--- src/rtl/uart_tx_fifo.sv ---
// uart_tx_fifo: UART transmitter fed by a small frame FIFO.
// Each queued entry carries its own payload and framing options.
// Frames go out back-to-back, LSB first, with an optional parity bit and one or two stop bits.
module uart_tx_fifo #(
  parameter int unsigned DATA_W       = 8,
  parameter int unsigned FIFO_DEPTH   = 4,
  parameter int unsigned CLKS_PER_BIT = 1
) (
  input  logic              clk,
  input  logic              rst,
  input  logic [DATA_W-1:0] data_in,
  input  logic              tx_start,
  input  logic              parity_en,
  input  logic              even_parity,
  input  logic              two_stop,
  output logic              tx,
  output logic              busy,
  output logic              full,
  output logic              empty,
  output logic              frame_done,
  output logic              overflow
);

  localparam int unsigned ENTRY_W = DATA_W + 3;
  localparam int unsigned PTR_W   = $clog2(FIFO_DEPTH);
  localparam int unsigned CNT_W   = $clog2(FIFO_DEPTH + 1);
  localparam int unsigned BAUD_W  = $clog2(CLKS_PER_BIT + 1);
  localparam int unsigned IDX_W   = $clog2(DATA_W + 1);

  localparam logic [CNT_W-1:0]  CNT_FULL  = CNT_W'(FIFO_DEPTH);
  localparam logic [BAUD_W-1:0] BAUD_LAST = BAUD_W'(CLKS_PER_BIT - 1);
  localparam logic [IDX_W-1:0]  IDX_LAST  = IDX_W'(DATA_W - 1);

  typedef enum logic [2:0] {
    S_IDLE,
    S_START,
    S_DATA,
    S_PARITY,
    S_STOP
  } state_t;

  // FIFO storage and bookkeeping
  logic [ENTRY_W-1:0] r_mem [FIFO_DEPTH];
  logic [PTR_W-1:0]   r_wr_ptr;
  logic [PTR_W-1:0]   r_rd_ptr;
  logic [CNT_W-1:0]   r_count;
  logic               r_overflow;

  logic               w_full;
  logic               w_empty;
  logic               w_push;
  logic               w_pop;
  logic [ENTRY_W-1:0] w_entry;
  logic [DATA_W-1:0]  w_e_data;
  logic               w_e_pen;
  logic               w_e_par;
  logic               w_e_two;

  // Transmitter state
  state_t             r_state,    w_state_nxt;
  logic [DATA_W-1:0]  r_shift,    w_shift_nxt;
  logic               r_par_en,   w_par_en_nxt;
  logic               r_par_bit,  w_par_bit_nxt;
  logic               r_two_stop, w_two_stop_nxt;
  logic [BAUD_W-1:0]  r_baud,     w_baud_nxt;
  logic [IDX_W-1:0]   r_idx,      w_idx_nxt;
  logic               r_stop_cnt, w_stop_cnt_nxt;
  logic               r_tx,       w_tx_nxt;
  logic               r_frame_done, w_frame_done_nxt;
  logic               w_bit_end;
  logic               w_load;

  assign w_full   = (r_count == CNT_FULL);
  assign w_empty  = (r_count == '0);
  assign w_push   = tx_start && !w_full;
  assign w_entry  = r_mem[r_rd_ptr];
  assign w_e_data = w_entry[ENTRY_W-1:3];
  assign w_e_pen  = w_entry[2];
  assign w_e_par  = w_entry[1] ? (^w_e_data) : (~^w_e_data);
  assign w_e_two  = w_entry[0];

  // Capture payload and framing options at write time
  always_ff @(posedge clk) begin
    if (w_push) begin
      r_mem[r_wr_ptr] <= {data_in, parity_en, even_parity, two_stop};
    end
  end

  // FIFO pointers, occupancy and sticky overflow
  always_ff @(posedge clk) begin
    if (rst) begin
      r_wr_ptr   <= '0;
      r_rd_ptr   <= '0;
      r_count    <= '0;
      r_overflow <= 1'b0;
    end else begin
      if (w_push) r_wr_ptr <= r_wr_ptr + 1'b1;
      if (w_pop)  r_rd_ptr <= r_rd_ptr + 1'b1;
      case ({w_push, w_pop})
        2'b10:   r_count <= r_count + 1'b1;
        2'b01:   r_count <= r_count - 1'b1;
        default: r_count <= r_count;
      endcase
      if (tx_start && w_full) r_overflow <= 1'b1;
    end
  end

  // Transmitter state register
  always_ff @(posedge clk) begin
    if (rst) begin
      r_state      <= S_IDLE;
      r_shift      <= '0;
      r_par_en     <= 1'b0;
      r_par_bit    <= 1'b0;
      r_two_stop   <= 1'b0;
      r_baud       <= '0;
      r_idx        <= '0;
      r_stop_cnt   <= 1'b0;
      r_tx         <= 1'b1;
      r_frame_done <= 1'b0;
    end else begin
      r_state      <= w_state_nxt;
      r_shift      <= w_shift_nxt;
      r_par_en     <= w_par_en_nxt;
      r_par_bit    <= w_par_bit_nxt;
      r_two_stop   <= w_two_stop_nxt;
      r_baud       <= w_baud_nxt;
      r_idx        <= w_idx_nxt;
      r_stop_cnt   <= w_stop_cnt_nxt;
      r_tx         <= w_tx_nxt;
      r_frame_done <= w_frame_done_nxt;
    end
  end

  assign w_bit_end = (r_baud == BAUD_LAST);

  // Next-state and serial line decode; a frame load is shared by IDLE and the end of STOP
  always_comb begin
    w_state_nxt      = r_state;
    w_shift_nxt      = r_shift;
    w_par_en_nxt     = r_par_en;
    w_par_bit_nxt    = r_par_bit;
    w_two_stop_nxt   = r_two_stop;
    w_baud_nxt       = w_bit_end ? '0 : r_baud + 1'b1;
    w_idx_nxt        = r_idx;
    w_stop_cnt_nxt   = r_stop_cnt;
    w_tx_nxt         = r_tx;
    w_frame_done_nxt = 1'b0;
    w_load           = 1'b0;
    w_pop            = 1'b0;

    case (r_state)
      S_IDLE: begin
        w_tx_nxt   = 1'b1;
        w_baud_nxt = '0;
        w_load     = !w_empty;
      end
      S_START: begin
        if (w_bit_end) begin
          w_state_nxt = S_DATA;
          w_tx_nxt    = r_shift[0];
          w_shift_nxt = r_shift >> 1;
          w_idx_nxt   = '0;
        end
      end
      S_DATA: begin
        if (w_bit_end) begin
          if (r_idx == IDX_LAST) begin
            if (r_par_en) begin
              w_state_nxt = S_PARITY;
              w_tx_nxt    = r_par_bit;
            end else begin
              w_state_nxt    = S_STOP;
              w_tx_nxt       = 1'b1;
              w_stop_cnt_nxt = 1'b0;
            end
          end else begin
            w_tx_nxt    = r_shift[0];
            w_shift_nxt = r_shift >> 1;
            w_idx_nxt   = r_idx + 1'b1;
          end
        end
      end
      S_PARITY: begin
        if (w_bit_end) begin
          w_state_nxt    = S_STOP;
          w_tx_nxt       = 1'b1;
          w_stop_cnt_nxt = 1'b0;
        end
      end
      S_STOP: begin
        if (w_bit_end) begin
          if (r_stop_cnt == r_two_stop) begin
            w_frame_done_nxt = 1'b1;
            if (!w_empty) begin
              w_load = 1'b1;
            end else begin
              w_state_nxt = S_IDLE;
              w_tx_nxt    = 1'b1;
            end
          end else begin
            w_stop_cnt_nxt = 1'b1;
          end
        end
      end
      default: begin
        w_state_nxt = S_IDLE;
        w_tx_nxt    = 1'b1;
      end
    endcase

    if (w_load) begin
      w_pop          = 1'b1;
      w_state_nxt    = S_START;
      w_shift_nxt    = w_e_data;
      w_par_en_nxt   = w_e_pen;
      w_par_bit_nxt  = w_e_par;
      w_two_stop_nxt = w_e_two;
      w_baud_nxt     = '0;
      w_tx_nxt       = 1'b0;
    end
  end

  assign tx         = r_tx;
  assign busy       = (r_state != S_IDLE);
  assign full       = w_full;
  assign empty      = w_empty;
  assign frame_done = r_frame_done;
  assign overflow   = r_overflow;

endmodule

--- config.mk ---
export PLATFORM = sky130hd
export DESIGN_NAME = uart_tx_fifo
export DESIGN_NICKNAME = d
export VERILOG_FILES = /design/src/rtl/uart_tx_fifo.sv
export SDC_FILE = /design/constraint.sdc
export NUM_CORES = 1
export LEC_CHECK = 0
export BUFFER_PORTS_ARGS = -buffer_cell sky130_fd_sc_hd__buf_2
export CORE_MARGIN = 3
export CORE_UTILIZATION = 23
export CTS_BUF_LIST = sky130_fd_sc_hd__clkbuf_8 sky130_fd_sc_hd__clkbuf_16
export DETAILED_ROUTE_END_ITERATION = 8
export GPL_ROUTABILITY_DRIVEN = 1
export SYNTH_ARGS = -nofsm -noshare
export SYNTH_HDL_FRONTEND = slang
export SYNTH_SLANG_ARGS = --single-unit
--- constraint.sdc ---
create_clock -name clk -period 4.99 [get_ports clk]
set_clock_uncertainty 0.1 [all_clocks]
set_input_delay 0.998 -clock clk [delete_from_list [all_inputs] [get_ports clk]]
set_output_delay 0.998 -clock clk [all_outputs]
set_load 0.1 [all_outputs]
==> flow_summary_export.csv <==
group,metric,value,unit
drt,drc,0,
synth,syn_area_per_cell,13.5,µm²
synth,ys_warn_count,0,
synth,synth.distinct_cells,44,
clock_network,htree_num_levels,3,
timing,worst_pin_slew,0.672,ns
drt,ant_nets,0,
global_route,grt_pass1_vias,1920,
synth,ys_seq_area_share,60.7,%
synth,syn_nets,261,
clock_network,clk_pin_slew,0.06,ns
synth,ys_ff_latch,76,
clock_network,clock-sinks,76,
clock_network,cts_setup_buffers,0,
synth,yosysTopAreaCell,"edfxtp_1",
worst_setup_path,worstSetupStartpointType,"flip-flop",
clock_network,cts.path.max_buffers,2,
timing,hold-worst-slack,0.367,ns
synth,synth_common_cells,"44 x edfxtp_1, 32 x dfxtp_1, 21 x nor2_1",
timing,fin_crit,3.05,ns
cells_and_area,drive_gt1_share,14.4,%
clock_network,cts.hold.buffers_added,0,
synth,synthTopCellsByArea,"edfxtp_1 41%, dfxtp_1 20%, mux4_1 7.3%",
hold_path,hp-class,"flip-flop to flip-flop",
worst_setup_path,cp.required,5.15,ns
floorplanning,core-area,13500,µm²
worst_setup_path,worstPathArrival,3.21,ns
drt,vias,1867,
drt,drtPass1Iterations,4,
cells_and_area,nFillCells,1343,
pwr,p_leak,1.39,nW
global_route,grt_max_degree,31,
global_route,overflow,0,
cells_and_area,fin_area,3820,µm²
cells_and_area,nNetsFinal,280,
worst_setup_path,startpoint,"r_stop_cnt$_SDFFE_PP0P_",
worst_setup_path,crit_path_end_kind,"flip-flop",
placed_design,hpwl,4080,µm
drt,drt-total-wl,5930,µm
worst_setup_path,reg2reg_from,"r_stop_cnt$_SDFFE_PP0P_",
floorplanning,start_util,23.9,%
drt,drt_iter0_drc,127,
worst_setup_path,crit_type,"flip-flop to flip-flop",
global_route,grt_pass1_wl,10000,µm
cells_and_area,antenna_cells,0,
placed_design,portBuffers,19,
timing,finalSetupViolCount,0,
timing,relSlewSlack,55.1,%
placed_design,finalWeightedCongestion,0.785,
job,maxCapViolations,0,
worst_setup_path,cp_common_cell,"xor2_1",
synth,synth_top_area_share,40.9,%
floorplanning,dieArea,15500,µm²
timing,period_share,61.1,%
timing,hold_viol,0,
clock_network,cts_resized,0,
hold_path,hp-start,"r_shift[7]$_SDFFE_PP0P_",
worst_setup_path,crit_path_top_delay_cell,"nand2_1",
status,run_status,"finished clean",
floorplanning,pin_count,20,
worst_setup_path,critPathMaxStageDelay,0.44,ns
worst_setup_path,crit_chain,"xor2_1, o21ai_0, nand2_1, clkinv_1, ha_1, inv_1, fa_1, xor2_1, or3_1, a21oi_1",
pwr,powerDensity,592,nW/µm²
synth,syn-cell-area,3230,µm²
clock_network,cts_tree,"yes",
timing,rsz0062_at_grt,"false",
synth,ys.flop_type,"edfxtp_1",
floorplanning,num_rows,42,
pwr,finalPower,2.26,mW
timing,max_freq,328,MHz
global_route,antenna_found_initial,0,
synth,synthArstFlopShare,0,%
worst_setup_path,path_max_fanout,19,
global_route,grtUsageTotal,8.23,%
clock_network,cts_root_buffer,"clkbuf_16",
placed_design,dp_cells,424,
floorplanning,die_x,125,µm
placed_design,placed_area,3500,µm²
synth,synth_most_common_cell,"edfxtp_1",
clock_network,clk_latency,0.33,ns
drt,wl_per_cell,13.5,µm
clock_network,cts_buffers,9,
timing,tns,0,ns
synth,synth_cells,240,
cells_and_area,fin_cells,440,
synth,synth_edf_count,44,
timing,report.final.slew_viol_count,0,
drt,routed_via_density,4.24,
floorplanning,die_h,125,µm
cells_and_area,areaGrowthSynthToFinish,18.3,%
pwr,peakVddDrop,0.201,mV
## flip-flops by register name (all words and copies together) (netlist names), named ones only
| register | flops |
|---|---|
| r_mem | 44 |
| r_stop_cnt | 1 |
| r_shift | 8 |
| overflow | 1 |
| r_par_bit | 1 |
| r_baud | 1 |
| tx | 1 |
| r_rd_ptr | 2 |
| r_idx | 4 |
| r_state | 3 |
| r_count | 3 |
| frame_done | 1 |
| r_wr_ptr | 2 |
| r_two_stop | 1 |
| r_par_en | 1 |
## critical path: cells and delay by family, from the launching register on
family	cells	cell delay [ns]
simple gates	2	0.75
fa+ha+maj	2	0.61
compound gates	2	0.46
buf+inv	2	0.39
xor+xnor	2	0.35
flops	1	0.32
## power breakdown
group	switching, mW	internal (mW)	total (mW)
logic	0.441	0.274	0.715
registers	0.0757	0.769	0.845
clock network	0.259	0.442	0.701
total	0.776	1.49	2.26
## through the flow
stage / utilization (%) / worst slack (ns)
2_1_floorplan: - / 0.551
3_3_place_gp: 25.9 / 2.13
3_5_place_dp: 25.9 / 1.96
4_1_cts: 28.3 / 1.94
5_1_grt: 28.3 / 1.64
6_report: 28.3 / 1.94
## layout by cell type (no fill, tap or decap), drive strengths merged, types with 3 or more instances in the layout
master / n
nor3: 4
a21oi: 12
nor2: 21
a211oi: 11
nor2b: 3
dfxtp: 32
mux2i: 11
nand2b: 3
mux4: 11
edfxtp: 44
xnor2: 5
nand3: 4
xor2: 9
inv: 11
clkinv: 4
nand2: 13
clkbuf: 9
buf: 19
ha: 6
and2: 4
o21ai: 5
## final timing paths
check | to | slack [ns] | cells past startpoint
hold reg to reg | r_shift[7]$_SDFFE_PP0P_ | 0.37 | 2
hold / removal | r_shift[7]$_SDFFE_PP0P_ | 0.37 | 2
setup reg to reg | r_count[2]$_SDFFE_PP0P_ | 1.94 | 10
setup / recovery | r_count[2]$_SDFFE_PP0P_ | 1.94 | 10
## layer usage
layer | wire (µm) | vias up | track usage [%] | part of all wire, %
met3 | 281 | 8 | 2.79 | 4.7
li1 | - | 926 | - | -
met1 | 2770 | 888 | 10.7 | 47
met2 | 2780 | 45 | 12.5 | 47
met5 | 0 | - | 0 | 0
met4 | 100 | 0 | 3.48 | 1.7
## cells by family after synthesis
logic type               count (synthesis)  synth area share (%)
flip-flops                              76                  60.7
AND/OR/NAND/NOR                         60                  8.99
AO/OA/AOI/OAI                           38                  7.90
multiplexers                            22                  12.1
buffers and inverters                   21                  2.71
XOR/XNOR                                15                  4.49
adder cells (fa/ha/maj)                  7                  2.94
other                                    1                 0.116
## area by class of cell
class                   instances  area (µm²)  share of cell area (%)
clock buffers                   9         225                    5.89
clock inverters                 7         101                    2.65
inverters                      10        37.5                   0.982
multi-input cells             143        1180                    30.9
flip-flops and latches         76        1960                    51.3
well taps                     176         220                    5.76
repair buffers                 19        95.1                    2.49
Power figures use the tool's default switching activity.
